## src/rtl/bip_pkg.sv

```systemverilog
// rtl/bip_pkg.sv - shared constants and types for the BIP control unit
//
// Purpose: opcode map, FSM state enum, accumulator/ALU select encodings,
//          decoded control bundle and default widths.
// Ports:   none (package).
package bip_pkg;

    localparam int PC_W_DEF   = 11;
    localparam int DATA_W_DEF = 16;
    localparam int OPC_W      = 5;
    localparam int CNT_W      = 16;

    localparam logic [OPC_W-1:0] OPC_HLT  = 5'b00000;
    localparam logic [OPC_W-1:0] OPC_STO  = 5'b00001;
    localparam logic [OPC_W-1:0] OPC_LD   = 5'b00010;
    localparam logic [OPC_W-1:0] OPC_LDI  = 5'b00011;
    localparam logic [OPC_W-1:0] OPC_ADD  = 5'b00100;
    localparam logic [OPC_W-1:0] OPC_ADDI = 5'b00101;
    localparam logic [OPC_W-1:0] OPC_SUB  = 5'b00110;
    localparam logic [OPC_W-1:0] OPC_SUBI = 5'b00111;

    localparam logic [1:0] SELA_RAM = 2'b00;
    localparam logic [1:0] SELA_IMM = 2'b01;
    localparam logic [1:0] SELA_ALU = 2'b10;

    localparam logic SELB_RAM = 1'b0;
    localparam logic SELB_IMM = 1'b1;

    localparam logic OP_ADD = 1'b0;
    localparam logic OP_SUB = 1'b1;

    typedef enum logic [2:0] {
        ST_IDLE   = 3'd0,
        ST_FETCH  = 3'd1,
        ST_DECODE = 3'd2,
        ST_MEM    = 3'd3,
        ST_EXEC   = 3'd4
    } state_t;

    // Opcode-level controls; the FSM qualifies the enables with the state.
    typedef struct packed {
        logic [1:0] sel_a;
        logic       sel_b;
        logic       op;
        logic       wr_acc_en;
        logic       wr_ram_en;
        logic       rd_ram_en;
        logic       is_hlt;
    } ctrl_t;

    // Run-cycle counter sticks at all-ones instead of wrapping.
    function automatic logic [CNT_W-1:0] sat_inc(input logic [CNT_W-1:0] v);
        return (&v) ? v : v + CNT_W'(1);
    endfunction

endpackage

```

## src/rtl/bip_decoder.sv

```systemverilog
// rtl/bip_decoder.sv - opcode to control-bundle decoder
//
// Purpose: purely combinational map from the 5-bit opcode to mux selects,
//          ALU op, write/read enables and the halt flag. Unlisted opcodes
//          decode to an all-zero bundle, i.e. a NOP.
// Ports:   i_opcode  in  5   instruction opcode IR[15:11]
//          o_ctrl    out     decoded ctrl_t bundle
module bip_decoder
    import bip_pkg::*;
(
    input  logic [OPC_W-1:0] i_opcode,
    output ctrl_t            o_ctrl
);

    always_comb begin
        o_ctrl = '0;
        case (i_opcode)
            OPC_HLT: begin
                o_ctrl.is_hlt = 1'b1;
            end
            OPC_STO: begin
                o_ctrl.wr_ram_en = 1'b1;
            end
            OPC_LD: begin
                o_ctrl.rd_ram_en = 1'b1;
                o_ctrl.wr_acc_en = 1'b1;
                o_ctrl.sel_a     = SELA_RAM;
            end
            OPC_LDI: begin
                o_ctrl.wr_acc_en = 1'b1;
                o_ctrl.sel_a     = SELA_IMM;
            end
            OPC_ADD: begin
                o_ctrl.rd_ram_en = 1'b1;
                o_ctrl.wr_acc_en = 1'b1;
                o_ctrl.sel_a     = SELA_ALU;
                o_ctrl.sel_b     = SELB_RAM;
                o_ctrl.op        = OP_ADD;
            end
            OPC_ADDI: begin
                o_ctrl.wr_acc_en = 1'b1;
                o_ctrl.sel_a     = SELA_ALU;
                o_ctrl.sel_b     = SELB_IMM;
                o_ctrl.op        = OP_ADD;
            end
            OPC_SUB: begin
                o_ctrl.rd_ram_en = 1'b1;
                o_ctrl.wr_acc_en = 1'b1;
                o_ctrl.sel_a     = SELA_ALU;
                o_ctrl.sel_b     = SELB_RAM;
                o_ctrl.op        = OP_SUB;
            end
            OPC_SUBI: begin
                o_ctrl.wr_acc_en = 1'b1;
                o_ctrl.sel_a     = SELA_ALU;
                o_ctrl.sel_b     = SELB_IMM;
                o_ctrl.op        = OP_SUB;
            end
            default: begin
                o_ctrl = '0;
            end
        endcase
    end

endmodule

```

## src/rtl/bip_control_unit.sv

```systemverilog
// rtl/bip_control_unit.sv - multi-cycle control unit for the BIP datapath
//
// Purpose: fetch/decode/mem/exec sequencer that owns PC, IR and a saturating
//          run-cycle counter, and drives the accumulator datapath controls.
// Ports:   clk         in   1       system clock, rising edge
//          reset       in   1       synchronous, active-high reset
//          Start       in   1       begin execution at PC 0 (IDLE only)
//          ProgData    in   DATA_W  program memory data, one cycle after ProgAddr
//          ProgAddr    out  PC_W    program memory address (= PC)
//          DataAddr    out  PC_W    data memory address (= IR operand)
//          RdRam       out  1       data memory read strobe (MEM)
//          WrRam       out  1       data memory write strobe (EXEC of STO)
//          Imm         out  DATA_W  sign-extended IR operand
//          SelA        out  2       accumulator input mux select
//          SelB        out  1       ALU operand B select
//          Op          out  1       ALU operation, 0 add / 1 subtract
//          WrAcc       out  1       accumulator write enable
//          Busy        out  1       high whenever not IDLE
//          Done        out  1       one-cycle pulse after HLT retires
//          CycleCount  out  16      non-IDLE cycles since last Start
module bip_control_unit
    import bip_pkg::*;
#(
    parameter int PC_W   = PC_W_DEF,
    parameter int DATA_W = DATA_W_DEF
) (
    input  logic              clk,
    input  logic              reset,
    input  logic              Start,
    input  logic [DATA_W-1:0] ProgData,
    output logic [PC_W-1:0]   ProgAddr,
    output logic [PC_W-1:0]   DataAddr,
    output logic              RdRam,
    output logic              WrRam,
    output logic [DATA_W-1:0] Imm,
    output logic [1:0]        SelA,
    output logic              SelB,
    output logic              Op,
    output logic              WrAcc,
    output logic              Busy,
    output logic              Done,
    output logic [CNT_W-1:0]  CycleCount
);

    state_t             r_state;
    state_t             w_next_state;
    logic [PC_W-1:0]    r_pc;
    logic [DATA_W-1:0]  r_ir;
    logic [CNT_W-1:0]   r_cycle_cnt;
    logic               r_done;
    logic [OPC_W-1:0]   w_opcode;
    ctrl_t              w_ctrl;

    assign w_opcode = r_ir[DATA_W-1 -: OPC_W];

    bip_decoder u_decoder (
        .i_opcode (w_opcode),
        .o_ctrl   (w_ctrl)
    );

    // State register
    always_ff @(posedge clk) begin
        if (reset) begin
            r_state <= ST_IDLE;
        end else begin
            r_state <= w_next_state;
        end
    end

    // PC, IR, cycle counter and the Done pulse
    always_ff @(posedge clk) begin
        if (reset) begin
            r_pc        <= '0;
            r_ir        <= '0;
            r_cycle_cnt <= '0;
            r_done      <= 1'b0;
        end else begin
            // Done is the registered image of "HLT seen in MEM", so it lands
            // in the first IDLE cycle after the halt.
            r_done <= (r_state == ST_MEM) && w_ctrl.is_hlt;

            case (r_state)
                ST_IDLE: begin
                    if (Start) begin
                        r_pc        <= '0;
                        r_cycle_cnt <= '0;
                    end
                end
                ST_DECODE: begin
                    r_ir <= ProgData;
                end
                ST_EXEC: begin
                    r_pc <= r_pc + PC_W'(1);
                end
                default: begin
                end
            endcase

            if (r_state != ST_IDLE) begin
                r_cycle_cnt <= sat_inc(r_cycle_cnt);
            end
        end
    end

    // Next-state logic
    always_comb begin
        w_next_state = r_state;
        case (r_state)
            ST_IDLE:   w_next_state = Start ? ST_FETCH : ST_IDLE;
            ST_FETCH:  w_next_state = ST_DECODE;
            ST_DECODE: w_next_state = ST_MEM;
            ST_MEM:    w_next_state = w_ctrl.is_hlt ? ST_IDLE : ST_EXEC;
            ST_EXEC:   w_next_state = ST_FETCH;
            default:   w_next_state = ST_IDLE;
        endcase
    end

    // Output decode: strobes and selects exist only in their own state.
    always_comb begin
        RdRam = 1'b0;
        WrRam = 1'b0;
        WrAcc = 1'b0;
        SelA  = 2'b00;
        SelB  = 1'b0;
        Op    = 1'b0;
        Busy  = (r_state != ST_IDLE);
        case (r_state)
            ST_MEM: begin
                RdRam = w_ctrl.rd_ram_en;
            end
            ST_EXEC: begin
                WrAcc = w_ctrl.wr_acc_en;
                WrRam = w_ctrl.wr_ram_en;
                SelA  = w_ctrl.sel_a;
                SelB  = w_ctrl.sel_b;
                Op    = w_ctrl.op;
            end
            default: begin
            end
        endcase
    end

    assign ProgAddr   = r_pc;
    assign DataAddr   = r_ir[PC_W-1:0];
    assign Imm        = {{(DATA_W-PC_W){r_ir[PC_W-1]}}, r_ir[PC_W-1:0]};
    assign Done       = r_done;
    assign CycleCount = r_cycle_cnt;

endmodule

```

## config.mk

```make
export PLATFORM = sky130hd
export DESIGN_NAME = bip_control_unit
export DESIGN_NICKNAME = d
export VERILOG_FILES = /design/src/rtl/bip_pkg.sv /design/src/rtl/bip_decoder.sv /design/src/rtl/bip_control_unit.sv
export SDC_FILE = /design/constraint.sdc
export NUM_CORES = 1
export LEC_CHECK = 0
export CAP_MARGIN = 20
export CELL_PAD_IN_SITES_DETAIL_PLACEMENT = 2
export CELL_PAD_IN_SITES_GLOBAL_PLACEMENT = 2
export CORE_MARGIN = 1.5
export CORE_UTILIZATION = 27
export DETAILED_ROUTE_END_ITERATION = 6
export PLACE_DENSITY = 0.84
export SYNTH_ARGS = -nofsm -noshare
export SYNTH_HDL_FRONTEND = slang
export SYNTH_HIERARCHICAL = 1
export SYNTH_SLANG_ARGS = --single-unit
```

## constraint.sdc

```tcl
create_clock -name clk -period 4.9 [get_ports clk]
set_input_delay 1.225 -clock clk [delete_from_list [all_inputs] [get_ports clk]]
set_output_delay 1.225 -clock clk [all_outputs]
set_load 0.005 [all_outputs]
```

==> tab_implementation.tex <==
\begin{tabular}{lr}
\hline
Metric & Value \\
\hline
\multicolumn{2}{l}{\textbf{Min path}} \\
Start point of the worst min-delay path & r\_ir[5] \\
Class of the most critical hold timing path & reg -> reg \\
\multicolumn{2}{l}{\textbf{Synthesis}} \\
Post-synth ARST share & 0\% \\
Sequential share of the synthesized area & 38.6\% \\
Post-synthesis cell count & 307 \\
Distinct cells, synth & 50 \\
Area share of the largest cell type after synthesis & 38.6\% \\
Post-synth EDFFs & 0 \\
Top cells by area, synth & dfxtp\_1 39\%, buf\_4 8.6\%, nand2\_1 7.6\%, a21oi\_1 7.2\%, nor2\_1 3.1\% \\
FF+latch count, synth & 47 \\
Area of the mapped netlist & 2440 µm² \\
Average instance area after synthesis & 7.94 µm² \\
Synthesized Nets & 328 \\
Yosys warnings & 6 \\
Most area-hungry cell type in the Yosys netlist & dfxtp\_1 \\
Commonest register cell after synthesis & dfxtp\_1 \\
\multicolumn{2}{l}{\textbf{Drt}} \\
Total via count in the routed design & 2,376 \\
Post-detailed-route via-to-cell ratio & 5.14 \\
Antenna-violating nets left & 0 \\
Routed wire per std cell & 16.7 µm \\
Remaining routing DRC violations & 0 \\
WL final & 7740 µm \\
Iteration-0 DRC Markers & 14 \\
Number of detailed-routing iterations run before antenna repair & 4 \\
\multicolumn{2}{l}{\textbf{Floorplan}} \\
Area of the die & 9600 µm² \\
Effective utilization at floorplan & 27.9\% \\
Placeable core region & 8720 µm² \\
Vert. Die Dim & 98.0 µm \\
Die boundary width & 98.0 µm \\
I/O pin cnt & 82 \\
Total number of placement rows & 34 \\
\multicolumn{2}{l}{\textbf{Timing}} \\
Post-layout min period & 3.53 ns \\
Final setup vio count & 0 \\
Final Hold Fails & 0 \\
Worst max-slew margin expressed relative to the limit & 37.8\% \\
Worst Slack Setup Final & 1.37 ns \\
FMAX & 283 MHz \\
Unrepaired setup endpoints after global routing & no \\
Clock Skew & 0.0124 ns \\
Ratio of final minimum period to clock period & 72.0\% \\
Least-Margin Pin Slew & 0.933 ns \\
Max-slew violations & 0 \\
Sum Neg Setup Slack & 0 ns \\
\multicolumn{2}{l}{\textbf{Setup path}} \\
Critical R2R Launch & CycleCount[0] \\
Critical path launch point & r\_state[2] \\
CP Cell Sequence & and2\_0 > and2\_1 > clkdlybuf4s50\_1 \\
Critical Path Max Stage Delay & 0.64 ns \\
Data required time of the critical path & 3.67 ns \\
Crit Path Class & reg -> out \\
Worst-path fanout max & 15 \\
Arrival time reported for the critical path endpoint & 2.30 ns \\
Startpoint type of the worst setup path & register \\
Slowest cell on crit path & and2\_0 \\
Critical path capture point type & primary output \\
\multicolumn{2}{l}{\textbf{Final layout}} \\
Area of combinational cells with multiple inputs & 1210 µm² \\
Ratio of cells with drive above 1 in the final layout & 6.50\% \\
Antenna cells & 0 \\
Net count of the finished layout & 374 \\
Area Growth Syn to Fin & 32.2\% \\
Number of fill cells in the layout & 1,000 \\
Area of all sequential standard cells & 941 µm² \\
Cell Count, Final, Fillers Out & 462 \\
\multicolumn{2}{l}{\textbf{Clock network}} \\
Clock tree from TritonCTS & done \\
CTS buffer count & 5 \\
Post-CTS Resized & 0 \\
Number of buffers added to fix hold violations after cts & 0 \\
Library cell used as clock root buffer & clkbuf\_8 \\
Setup Fix Bufs, Post-CTS & 0 \\
Maximum level of the CTS H-tree & 2 \\
CTS clk-pin slew, worst paths & 0.11 ns \\
Number of clock sinks & 47 \\
Clock Latency Late Sink & 0.32 ns \\
Max Buffers Root-to-Sink & 2 \\
\multicolumn{2}{l}{\textbf{Pwr}} \\
Standby leakage power & 1.05 nW \\
Pwr Density & 262 nW/µm² \\
Max rail drop VDD & 0.109 mV \\
\multicolumn{2}{l}{\textbf{Status}} \\
Result of the run & finished, final reports clean \\
\multicolumn{2}{l}{\textbf{Placed design}} \\
Pre-CTS worst setup slack & 1.70 ns \\
I/O Buffers & 81 \\
DP Cell Count & 454 \\
Detailed Place HPWL & 5530 µm \\
Final Wtd Congestion & 0.757 \\
\multicolumn{2}{l}{\textbf{Global route}} \\
Pin count of the biggest net entering global routing & 48 \\
Global-route usage over all layers & 16.4\% \\
Global-route wire length before repair & 12,800 µm \\
Vias in the first global route & 2,578 \\
Overflow after GRT & 0 \\
Initial antenna violation count & 0 \\
\multicolumn{2}{l}{\textbf{Job}} \\
Max-Cap Viols & 0 \\
\hline
\end{tabular}
## critical path: cells and delay by family, from the launching register on
| family | cells | cell delay, ns |
|---|---|---|
| simple gates | 2 | 0.88 |
| flops | 1 | 0.60 |
| buf+inv | 1 | 0.51 |
## layout by cell type (no fill, tap or decap), drive strengths merged, types with 2 or more instances in the layout
master         Yosys  routed
a21oi             35      35
and2              11      11
ha                 2       2
nor2              21      21
inv                4       5
nor2b              2       2
nor3b              2       2
or4                2       2
mux2               2       2
and3               4       4
dfxtp             47      47
nand3             12      12
nand4              6       6
clkdlybuf4s50      0      80
o211ai             5       5
nor3              13      13
nor4               6       6
nand4b             2       2
or2                3       3
a31oi              5       5
or3                7       7
nand2             49      49
o21ai              8       8
o311ai             2       2
and4               2       2
clkbuf            12       5
## cells in the mapped netlist, types with 2 or more instances
cell type / number
nand2_1: 49
dfxtp_1: 47
a21oi_1: 35
buf_4: 28
nor2_1: 20
nand3_1: 12
clkbuf_1: 11
nor3_1: 11
and2_1: 8
o21ai_0: 8
or3_1: 7
a31oi_1: 5
nand4_1: 5
nor4_1: 5
o211ai_1: 5
inv_1: 4
or2_2: 3
and2_0: 2
and3_1: 2
and3_2: 2
and4_1: 2
ha_1: 2
mux2_2: 2
nand4b_1: 2
nor2b_1: 2
nor3b_1: 2
o311ai_0: 2
or4_1: 2
## layout make-up
type | count | share of cell area [%]
Clock buffer | 5 | 2.14
Clock inverter | 3 | 1.48
Inverter | 4 | 0.466
Multi-Input combinational cell | 214 | 37.5
Sequential cell | 47 | 29.2
Tap cell | 108 | 4.20
Timing Repair Buffer | 81 | 25.0
## where the power goes
part / switching [W] / internal, W
Clock: 0.000154 / 0.000155
Sequential: 0.0000165 / 0.000395
Combinational: 0.0000623 / 0.0000602
## logic make-up after synthesis
group	count (synthesis)	synth area share (%)
mux	3	1.34
xor+xnor	2	0.719
buf+inv	46	11.8
compound gates	60	14.2
flops	47	38.6
fa+ha+maj	2	1.03
simple gates	147	32.3
## state kept, by name (all words and copies together), names as in the netlist
signal / cells
r_ir: 16
Done: 1
CycleCount: 16
ProgAddr: 11
r_state: 3
## layer usage
layer | vias to the layer above | GRT usage, % | routed length [µm]
met5 | - | 0 | 0
met4 | 0 | 4.29 | 72
met3 | 5 | 2.79 | 252
met2 | 44 | 30.6 | 4010
met1 | 1183 | 19.3 | 3400
li1 | 1144 | - | -
## metrics by stage
stage | hold WS [ns] | utilization, % | instance area, µm² | power (W)
final | 0.483 | 36.9 | 3220 | 0.000843
after floorplan | 0.450 | - | 2440 | 0.000494
after CTS | 0.487 | 36.9 | 3220 | 0.000855
after detailed placement | 0.472 | 35.6 | 3100 | 0.000545
after global placement | 0.453 | 35.6 | 3100 | 0.000537
after global routing | 0.511 | 36.9 | 3220 | 0.000881
## final timing paths
path / to / slack, ns / cells past startpoint
min reg2reg: r_ir[5] / 0.48 / 2
max: SelA[0] / 1.37 / 3
max reg2reg: CycleCount[13] / 2.59 / 6
min: r_ir[5] / 0.48 / 2
(Power assumes the default switching activity.)
